<file path="src/rtl/trace_reader_pkg.sv">
// Shared definitions for the trace buffer reader: display timing, record
// layout, bus ownership states and the next-line wrap helper.
package raybox_trace_pkg;

   localparam int POS_W   = 10;
   localparam int VDIST_W = 16;
   localparam int WTID_W  = 2;
   localparam int TEX_W   = 6;

   localparam logic [POS_W-1:0] H_VIEW  = 10'd640;
   localparam logic [POS_W-1:0] H_TOTAL = 10'd800;
   localparam logic [POS_W-1:0] V_VIEW  = 10'd480;
   localparam logic [POS_W-1:0] V_TOTAL = 10'd525;

   // Clocks between issuing a column address and the record appearing on col_*.
   localparam logic [POS_W:0]   FETCH_LEAD = 11'd3;

   // One trace record as stored per column in the trace buffer.
   typedef struct packed {
      logic [VDIST_W-1:0] vdist;
      logic [WTID_W-1:0]  wtid;
      logic               side;
      logic [TEX_W-1:0]   tex;
   } trace_rec_t;

   // Bus ownership: the reader prefetches in READ, the tracer writes in GRANT.
   typedef enum logic {
      READ  = 1'b0,
      GRANT = 1'b1
   } bus_state_e;

   // Line that follows v, wrapping the last line of the frame back to 0.
   function automatic logic [POS_W-1:0] wrap_line(input logic [POS_W-1:0] v);
      logic [POS_W-1:0] nxt;
      if (v == (V_TOTAL - 10'd1)) begin
         nxt = 10'd0;
      end else begin
         nxt = v + 10'd1;
      end
      return nxt;
   endfunction

endpackage

</file>
<file path="src/rtl/trace_bus_arbiter.sv">
// Trace buffer bus arbiter. The tracer may own the bus only during vblank
// (lines V_VIEW..V_TOTAL-2); ownership is forcibly revoked on the last line
// so the reader can prefetch the first columns of the next frame.
module trace_bus_arbiter
   import raybox_trace_pkg::*;
(
   input  logic             clk,
   input  logic             reset,
   input  logic             tracer_req,
   input  logic [POS_W-1:0] vpos,
   output logic             tracer_gnt,
   output logic             read_en
);

   bus_state_e state_q;
   bus_state_e state_d;
   logic       gnt_q;
   logic       revoke_s;
   logic       grant_window_s;

   assign revoke_s       = (vpos == (V_TOTAL - 10'd1));
   assign grant_window_s = (vpos >= V_VIEW) && (vpos < (V_TOTAL - 10'd1));

   // Next bus owner; a pending revoke overrides any tracer request.
   always_comb begin
      state_d = state_q;
      case (state_q)
         READ: begin
            if (tracer_req && grant_window_s) begin
               state_d = GRANT;
            end else begin
               state_d = READ;
            end
         end
         GRANT: begin
            if (revoke_s || !tracer_req) begin
               state_d = READ;
            end else begin
               state_d = GRANT;
            end
         end
         default: begin
            state_d = READ;
         end
      endcase
   end

   // State register and registered grant; reset returns the bus to the reader.
   always_ff @(posedge clk) begin
      if (reset) begin
         state_q <= READ;
         gnt_q   <= 1'b0;
      end else begin
         state_q <= state_d;
         gnt_q   <= (state_d == GRANT);
      end
   end

   assign tracer_gnt = gnt_q;
   assign read_en    = (state_q == READ);

endmodule

</file>
<file path="src/rtl/trace_reader.sv">
// Read-side client of the trace buffer. Prefetches the trace record for the
// column FETCH_LEAD clocks ahead of hpos so col_* line up with the current
// pixel, and yields the bus to the tracer during vblank.
// Optional build macro: TRACE_READER_HALF_RES_EN (one trace per 2 pixels).
module trace_reader
   import raybox_trace_pkg::*;
(
   input  logic               clk,
   input  logic               reset,
   input  logic [POS_W-1:0]   hpos,
   input  logic [POS_W-1:0]   vpos,
   output logic               tb_cs,
   output logic               tb_oe,
   output logic               tb_we,
   output logic [POS_W-1:0]   tb_column,
   input  logic [VDIST_W-1:0] tb_vdist,
   input  logic [WTID_W-1:0]  tb_wtid,
   input  logic               tb_side,
   input  logic [TEX_W-1:0]   tb_tex,
   input  logic               tracer_req,
   output logic               tracer_gnt,
   output logic               col_valid,
   output logic [VDIST_W-1:0] col_vdist,
   output logic [WTID_W-1:0]  col_wtid,
   output logic               col_side,
   output logic [TEX_W-1:0]   col_tex
);

   logic [POS_W:0]   hsum_s;
   logic [POS_W-1:0] fh_s;
   logic [POS_W-1:0] fl_s;
   logic             read_en_s;
   logic             fetch_en_s;

   logic             tb_cs_q;
   logic             tb_cs_d;
   logic [POS_W-1:0] tb_column_q;
   logic [POS_W-1:0] tb_column_d;
   logic             bus_valid_q;
   logic             bus_valid_d;
   logic             col_valid_q;
   logic             col_valid_d;
   trace_rec_t       col_rec_q;
   trace_rec_t       col_rec_d;
   trace_rec_t       bus_rec_s;

   trace_bus_arbiter u_arbiter (
      .clk        (clk),
      .reset      (reset),
      .tracer_req (tracer_req),
      .vpos       (vpos),
      .tracer_gnt (tracer_gnt),
      .read_en    (read_en_s)
   );

   assign bus_rec_s = '{vdist: tb_vdist, wtid: tb_wtid, side: tb_side, tex: tb_tex};

   // Column/line being prefetched; wraps by compare-and-subtract so the
   // three clocks past the end of a line land on the next line's start.
   always_comb begin
      hsum_s = {1'b0, hpos} + FETCH_LEAD;
      if (hsum_s >= {1'b0, H_TOTAL}) begin
         fh_s = hsum_s[POS_W-1:0] - H_TOTAL;
         fl_s = wrap_line(vpos);
      end else begin
         fh_s = hsum_s[POS_W-1:0];
         fl_s = vpos;
      end
      fetch_en_s = (fh_s < H_VIEW) && (fl_s < V_VIEW) && read_en_s;
   end

   // Next values of the address stage and the valid/data pipeline.
   always_comb begin
      tb_cs_d     = fetch_en_s;
      tb_column_d = tb_column_q;
      if (fetch_en_s) begin
`ifdef TRACE_READER_HALF_RES_EN
         // Even pixels start a new trace; odd pixels keep cs/oe and the
         // address so the buffer keeps presenting the same record. A run
         // that starts on an odd pixel has nothing held yet, so it loads too.
         if (!fh_s[0] || !tb_cs_q) begin
            tb_column_d = {1'b0, fh_s[POS_W-1:1]};
         end else begin
            tb_column_d = tb_column_q;
         end
`else
         tb_column_d = fh_s;
`endif
      end else begin
         tb_column_d = tb_column_q;
      end
      bus_valid_d = tb_cs_q;
      col_valid_d = bus_valid_q;
      if (bus_valid_q) begin
         col_rec_d = bus_rec_s;
      end else begin
         col_rec_d = '0;
      end
   end

   // Pipeline registers; reset clears every output in the following cycle.
   always_ff @(posedge clk) begin
      if (reset) begin
         tb_cs_q     <= 1'b0;
         tb_column_q <= 10'd0;
         bus_valid_q <= 1'b0;
         col_valid_q <= 1'b0;
         col_rec_q   <= '0;
      end else begin
         tb_cs_q     <= tb_cs_d;
         tb_column_q <= tb_column_d;
         bus_valid_q <= bus_valid_d;
         col_valid_q <= col_valid_d;
         col_rec_q   <= col_rec_d;
      end
   end

   assign tb_cs     = tb_cs_q;
   assign tb_oe     = tb_cs_q;
   assign tb_we     = 1'b0;
   assign tb_column = tb_column_q;
   assign col_valid = col_valid_q;
   assign col_vdist = col_rec_q.vdist;
   assign col_wtid  = col_rec_q.wtid;
   assign col_side  = col_rec_q.side;
   assign col_tex   = col_rec_q.tex;

endmodule

</file>
<file path="config.mk">
export PLATFORM = sky130hd
export DESIGN_NAME = trace_reader
export DESIGN_NICKNAME = d
export VERILOG_FILES = /design/src/rtl/trace_reader_pkg.sv /design/src/rtl/trace_bus_arbiter.sv /design/src/rtl/trace_reader.sv
export SDC_FILE = /design/constraint.sdc
export NUM_CORES = 1
export LEC_CHECK = 0
export BUFFER_PORTS_ARGS = -buffer_cell sky130_fd_sc_hd__buf_4
export CAP_MARGIN = 20
export CORE_UTILIZATION = 43
export DETAILED_ROUTE_END_ITERATION = 10
export PLACE_DENSITY_LB_ADDON = 0.1
export SYNTH_ARGS = -nofsm -noshare
export SYNTH_HDL_FRONTEND = slang
export SYNTH_SLANG_ARGS = --single-unit
</file>
<file path="constraint.sdc">
create_clock -name clk -period 2.39 [get_ports clk]
set_input_delay 0.3585 -clock clk [delete_from_list [all_inputs] [get_ports clk]]
set_output_delay 0.3585 -clock clk [all_outputs]
set_load 0.01 [all_outputs]
</file>
==> impl_metrics.json, run 1 <==
{
  "root_buffer": "clkbuf_8",
  "cp-start-kind": "primary input",
  "synth_most_common_cell": "dfxtp_1",
  "diodes": 0,
  "place_area_mm2": 0.002912,
  "pwr-share-seq_pct": 43.9,
  "die_area_mm2": 0.004948,
  "globalRouteTotalUtil_pct": 20.67,
  "cts_sinks": 39,
  "drt_iter0_drc": 95,
  "cp-end-kind": "flop",
  "htreeDepth": 2,
  "final_antenna_net_count": 0,
  "hold_viol_final": 0,
  "combPwrFrac_pct": 20.0,
  "r2r_slack_ns": 0.74,
  "slowest_stage": "or4_1",
  "die_x_um": 70.34,
  "path_max_fanout": 4,
  "initial_core_util_pct": 45.49,
  "reg2reg_from": "u_arbiter.state_q$_SDFF_PP0_",
  "path_cells": "buf_4 -> or4_1 -> or3_1 -> nor4_2 -> nor2_1 -> a211oi_4 -> o211ai_4 -> mux2_4",
  "synth_top_area_share_pct": 38.88,
  "ys_seq_area_share_pct": 38.88,
  "finalNonFillerCells": 380,
  "p_switching_uw": 375.5,
  "swShare_pct": 24.08,
  "async_reset_ff_share_pct": 0,
  "place_inst": 372,
  "rows": 24,
  "synth_top_area_cell": "dfxtp_1",
  "ioPinCount": 88,
  "syn_area_per_cell_um2": 9.170,
  "stdcell_area_mm2": 0.003032,
  "drv_cap": 0,
  "peakVddDrop_mv": 0.4648,
  "power_density_mw_per_mm2": 514.4,
  "min-delay-start": "tb_tex[5]",
  "crit_required_ns": 2.57,
  "routed_wl_mm": 4.928,
  "worstPathArrival_ns": 2.37,
  "num-fill-cells": 351,
  "critPathKind": "primary input to flop",
  "hold_path_depth": 2,
  "synth_ff_type": "dfxtp_1",
  "setup_tns_ns": 0,
  "grt_pass1_vias": 1782,
  "syn_area_mm2": 0.002008,
  "fin_crit_ns": 2.195,
  "first_pass_iters": 4,
  "post-route-period-util_pct": 91.85,
  "syn-instance-count": 219,
  "synthToLayoutAreaGrowth_pct": 50.97,
  "grt_start_max_net_pins": 27,
  "r2r_end": "tb_column[5]$_SDFFE_PP0P_",
  "holdPathEnd": "col_tex[5]$_SDFF_PP0_",
  "clk_pin_slew_ns": 0.08,
  "detailed_place_hpwl_mm": 3.884,
  "vias_per_cell": 5.132,
  "fp.dieH_um": 70.34,
  "io_buffers": 86,
  "nets": 378,
  "antenna_found_initial": 0,
  "cts_inserted_buffers": 5,
  "max_stage_delay_ns": 0.50,
  "synth-seq-cells": 39,
  "syn_nets": 270,
  "rsz0062_at_grt": "false",
  "cts_tree": "built",
  "status": "finished, final reports clean",
  "clockPowerShare_pct": 36.1,
  "drc_errors": 0,
  "wl_per_cell_um": 12.97,
  "setup_viol": 0,
  "global_route.overflow_total": 0,
  "p_leak_uw": 0.001439,
  "synth_edf_count": 0,
  "cts_hold_buf": 0,
  "finClkSkew_ns": 0.003283,
  "synth.top_cells.by_count": "dfxtp_1 (39), and2_1 (27), nor2_1 (14)",
  "core_mm2": 0.004414,
  "ys_top_cells_by_area": "dfxtp_1 (39%), and2_1 (8.4%), o211a_1 (3.0%), nor2_1 (2.6%), nand2_1 (2.4%)",
  "internal_power_uw": 1184,
  "hold_path_class": "primary input to flop",
  "num_vias": 1950,
  "reg2regPathDepth": 5,
  "clock.fmax_mhz": 455.5,
  "grt_pass1_wl_mm": 8.280,
  "ys_warn_count": 0,
  "gp_congestion": 0.8602,
  "cts_buffer_depth": 2,
  "drive_above_1_share_pct": 43.60,
  "slew_violations": 0,
  "synth.distinct_cells": 62,
  "clk_latency_ns": 0.29
}
## cells by family (layout without fill, tap and decap cells)
group,Yosys count,in the layout,share of synthesized area (%)
compound gates,55,55,22.56
xor+xnor,9,9,3.925
fa+ha+maj,3,3,1.869
buf+inv,20,129,5.171
flops,39,39,38.88
mux,3,3,1.744
other cells,1,1,0.1867
simple gates,89,89,25.67
## cell type report
class	instances	area (µm²)	area share, %
tap	52	65.06	2.146
clock buffer	6	82.58	2.724
clock inverter	2	35.03	1.156
timing repair buffer	114	855.8	28.23
multi-input combinational	160	1186	39.13
sequential	39	780.7	25.75
inverter	7	26.28	0.8667
## stage by stage
step           setup WS, ns  hold WS [ns]  utilization (%)  power, µW
3_3_place_gp       -0.08380        0.4520            65.96       1008
4_1_cts              0.1727        0.2591            68.62       1566
5_1_grt             0.03195        0.2521            68.68       1632
2_1_floorplan       0.01814        0.4768                -      857.4
3_5_place_dp        -0.1341        0.4621            65.96       1011
6_report             0.1948        0.2631            68.68       1560
## power by group through the flow
stage | combinational [µW] | clock [µW] | sequential (µW)
floorplan | 147 | 0 | 710
global placement | 308 | 0 | 700
detailed placement | 311 | 0 | 700
CTS | 313 | 568 | 685
global route | 341 | 603 | 688
finish | 312 | 563 | 685
## flip-flops by register name, indices dropped and copies added (netlist names)
name / count
col_valid: 1
bus_valid_q: 1
col_vdist: 16
tb_column: 10
col_side: 1
col_tex: 6
u_arbiter.state_q: 1
col_wtid: 2
tb_cs: 1
## timing repair
action	CTS	global route
resized for setup	0	2
endpoints found under the hold margin	0	0
endpoints found under the setup margin	0	8
setup buffers	0	0
## metal layers
layer,global-route usage (%),vias to the layer above,routed length [µm]
li1,-,995,-
met1,28.23,885,2270
met2,33.12,62,2317
met3,4.618,8,290
met4,4.667,0,49
met5,0,-,0
## worst max path at each step
stage | from | end | slack, ns | depth (start not counted)
4_1_cts | hpos[1] | tb_column[5]$_SDFFE_PP0P_ | 0.17 | 12
3_5_place_dp | hpos[1] | tb_column[5]$_SDFFE_PP0P_ | -0.13 | 12
3_3_place_gp | hpos[1] | tb_column[8]$_SDFFE_PP0P_ | -0.08 | 11
2_1_floorplan | hpos[5] | tb_column[5]$_SDFFE_PP0P_ | 0.02 | 10
6_report | vpos[8] | tb_column[5]$_SDFFE_PP0P_ | 0.19 | 8
5_1_grt | hpos[1] | tb_column[9]$_SDFFE_PP0P_ | 0.03 | 12
## worst max-delay path: cells and delay by family
family	cells	cell delay, ns
AND/OR/NAND/NOR	4	1.16
AO/OA/AOI/OAI	2	0.41
multiplexers	1	0.32
buffers and inverters	1	0.11
## placed cells by master, fill, tap and decap left out, types with 5 or more instances in the layout
cell / instances
nor2_1: 14
o21ai_0: 6
clkbuf_8: 6
a21oi_1: 6
inv_1: 7
dfxtp_1: 39
o211a_1: 5
buf_4: 114
nand2_1: 13
and2_1: 27
xnor2_1: 5
Note: power is estimated with default switching activity, not from simulation.
==> run 2, diff against run 1 <==
--- a/config.mk
+++ b/config.mk
@@ -7,7 +7,8 @@
 export LEC_CHECK = 0
 export BUFFER_PORTS_ARGS = -buffer_cell sky130_fd_sc_hd__buf_4
 export CAP_MARGIN = 20
-export CORE_UTILIZATION = 43
+export CORE_UTILIZATION = 44
+export CTS_BUF_LIST = sky130_fd_sc_hd__clkbuf_8
 export DETAILED_ROUTE_END_ITERATION = 10
 export PLACE_DENSITY_LB_ADDON = 0.1
 export SYNTH_ARGS = -nofsm -noshare
==> impl_metrics.json, run 2 (synthesis gave the netlist of run 1 again) <==
{
  "status": "finished, final reports clean",
  "drv_cap": 0,
  "detailed_place_hpwl_mm": 3.906,
  "num_vias": 1954,
  "path_delay_family": "simple AND/OR/NAND/NOR gates",
  "layout_common_cells": "buf_4 (113), dfxtp_1 (39), and2_1 (27)",
  "ioPinCount": 88,
  "routed_wl_mm": 4.894,
  "diodes": 0,
  "core_mm2": 0.004384,
  "cts_resized": 0,
  "max_stage_delay_ns": 0.50,
  "post-route-period-util_pct": 93.58,
  "gp_congestion": 0.8460,
  "p_leak_uw": 0.001420,
  "largest_reg_flops": 16,
  "global_route.overflow_total": 0,
  "drive_above_1_share_pct": 42.15,
  "clk_latency_ns": 0.28,
  "setup_viol": 0,
  "power_density_mw_per_mm2": 462.6,
  "critPathKind": "primary input to flop",
  "worstPathArrival_ns": 2.39,
  "nets": 377,
  "fp.dieH_um": 69.56,
  "clk_pin_slew_ns": 0.07,
  "path_max_fanout": 7,
  "rsz0062_at_grt": "false",
  "drc_errors": 0,
  "slowest_stage": "or4_1",
  "synthToLayoutAreaGrowth_pct": 48.22,
  "cp-end-kind": "flop",
  "finalNonFillerCells": 377,
  "cp_num_buf_inv": 1,
  "io_buffers": 86,
  "path_cells": "buf_4 -> or4_1 -> or3_1 -> nor4_2 -> nor2_1 -> a211oi_4 -> o211a_1 -> o22ai_1",
  "grt_pass1_vias": 1879,
  "globalRouteTotalUtil_pct": 20.99,
  "first_pass_iters": 4,
  "hold_viol_final": 0,
  "rows": 24,
  "hold_path_class": "primary input to flop",
  "vias_per_cell": 5.183,
  "cp-start-kind": "primary input",
  "clock.fmax_mhz": 447.1,
  "final_antenna_net_count": 0,
  "die_x_um": 69.56,
  "finClkSkew_ns": 0.003373,
  "wl_per_cell_um": 12.98,
  "antenna_found_initial": 0,
  "cts_sinks": 39,
  "slew_violations": 0,
  "grt_start_max_net_pins": 23,
  "cts_inserted_buffers": 5,
  "grt_pass1_wl_mm": 8.169,
  "crit_required_ns": 2.54,
  "root_buffer": "clkbuf_8",
  "cts_setup_buffers": 0,
  "place_inst": 371,
  "die_area_mm2": 0.004838,
  "initial_core_util_pct": 45.80,
  "drt_iter0_drc": 75,
  "layout_commonest_cell": "buf_4",
  "fin_crit_ns": 2.236,
  "cts_tree": "built",
  "cts_hold_buf": 0,
  "cts_buffer_depth": 2,
  "htreeDepth": 2,
  "hold_ws_ns": 0.2774,
  "peakVddDrop_mv": 0.5216,
  "utilization_pct": 67.89
}
-- run 2: final cells by class --
| type | count | area [µm²] |
|---|---|---|
| fill | 365 | 1408 |
| clock buffer | 5 | 68.82 |
| tap | 52 | 65.06 |
| sequential | 39 | 780.7 |
| inverter | 7 | 26.28 |
| clock inverter | 1 | 3.754 |
| timing repair buffer | 113 | 848.3 |
| multi-input combinational | 160 | 1184 |
-- run 2: report_power, final --
group | leakage, µW | internal [µW] | switching [µW]
clock network | 0.0000413 | 190 | 192
registers | 0.000317 | 674 | 11.0
logic | 0.00106 | 169 | 141
total | 0.00142 | 1030 | 343
-- run 2: final timing paths --
kind	to	slack, ns	from	cells after the start
max	tb_column[8]$_SDFFE_PP0P_	0.15	vpos[8]	8
max reg2reg	tb_column[8]$_SDFFE_PP0P_	0.75	u_arbiter.state_q$_SDFF_PP0_	5
min reg2reg	tb_column[2]$_SDFFE_PP0P_	0.46	tb_column[2]$_SDFFE_PP0P_	2
min	col_vdist[8]$_SDFF_PP0_	0.28	tb_vdist[8]	2
-- run 2: worst register-to-register path, cell delays in order, from the launching register on --
cell and delay [ns]:
dfxtp_1 0.33, or2_2 0.34, nor3_2 0.25, o2bb2ai_4 0.18, o211a_1 0.31, o22ai_1 0.12
-- run 2: routing by layer --
layer / routed length [µm] / GRT usage, % / up-vias
met5: 0 / 0 / -
met4: 40 / 5.442 / 0
met3: 257 / 5.814 / 4
met2: 2322 / 35.49 / 62
met1: 2275 / 26.23 / 891
li1: - / - / 997
-- run 2: through the flow --
stage / setup WS, ns / power, µW / area [µm²] / setup TNS, ns
2_1_floorplan: 0.01814 / 857.4 / 2068 / 0
3_3_place_gp: -0.1290 / 1005 / 2904 / -1.084
3_5_place_dp: -0.1142 / 1009 / 2904 / -1.029
4_1_cts: 0.1695 / 1395 / 2977 / 0
5_1_grt: 0.02571 / 1448 / 2977 / 0
6_report: 0.1535 / 1377 / 2977 / 0
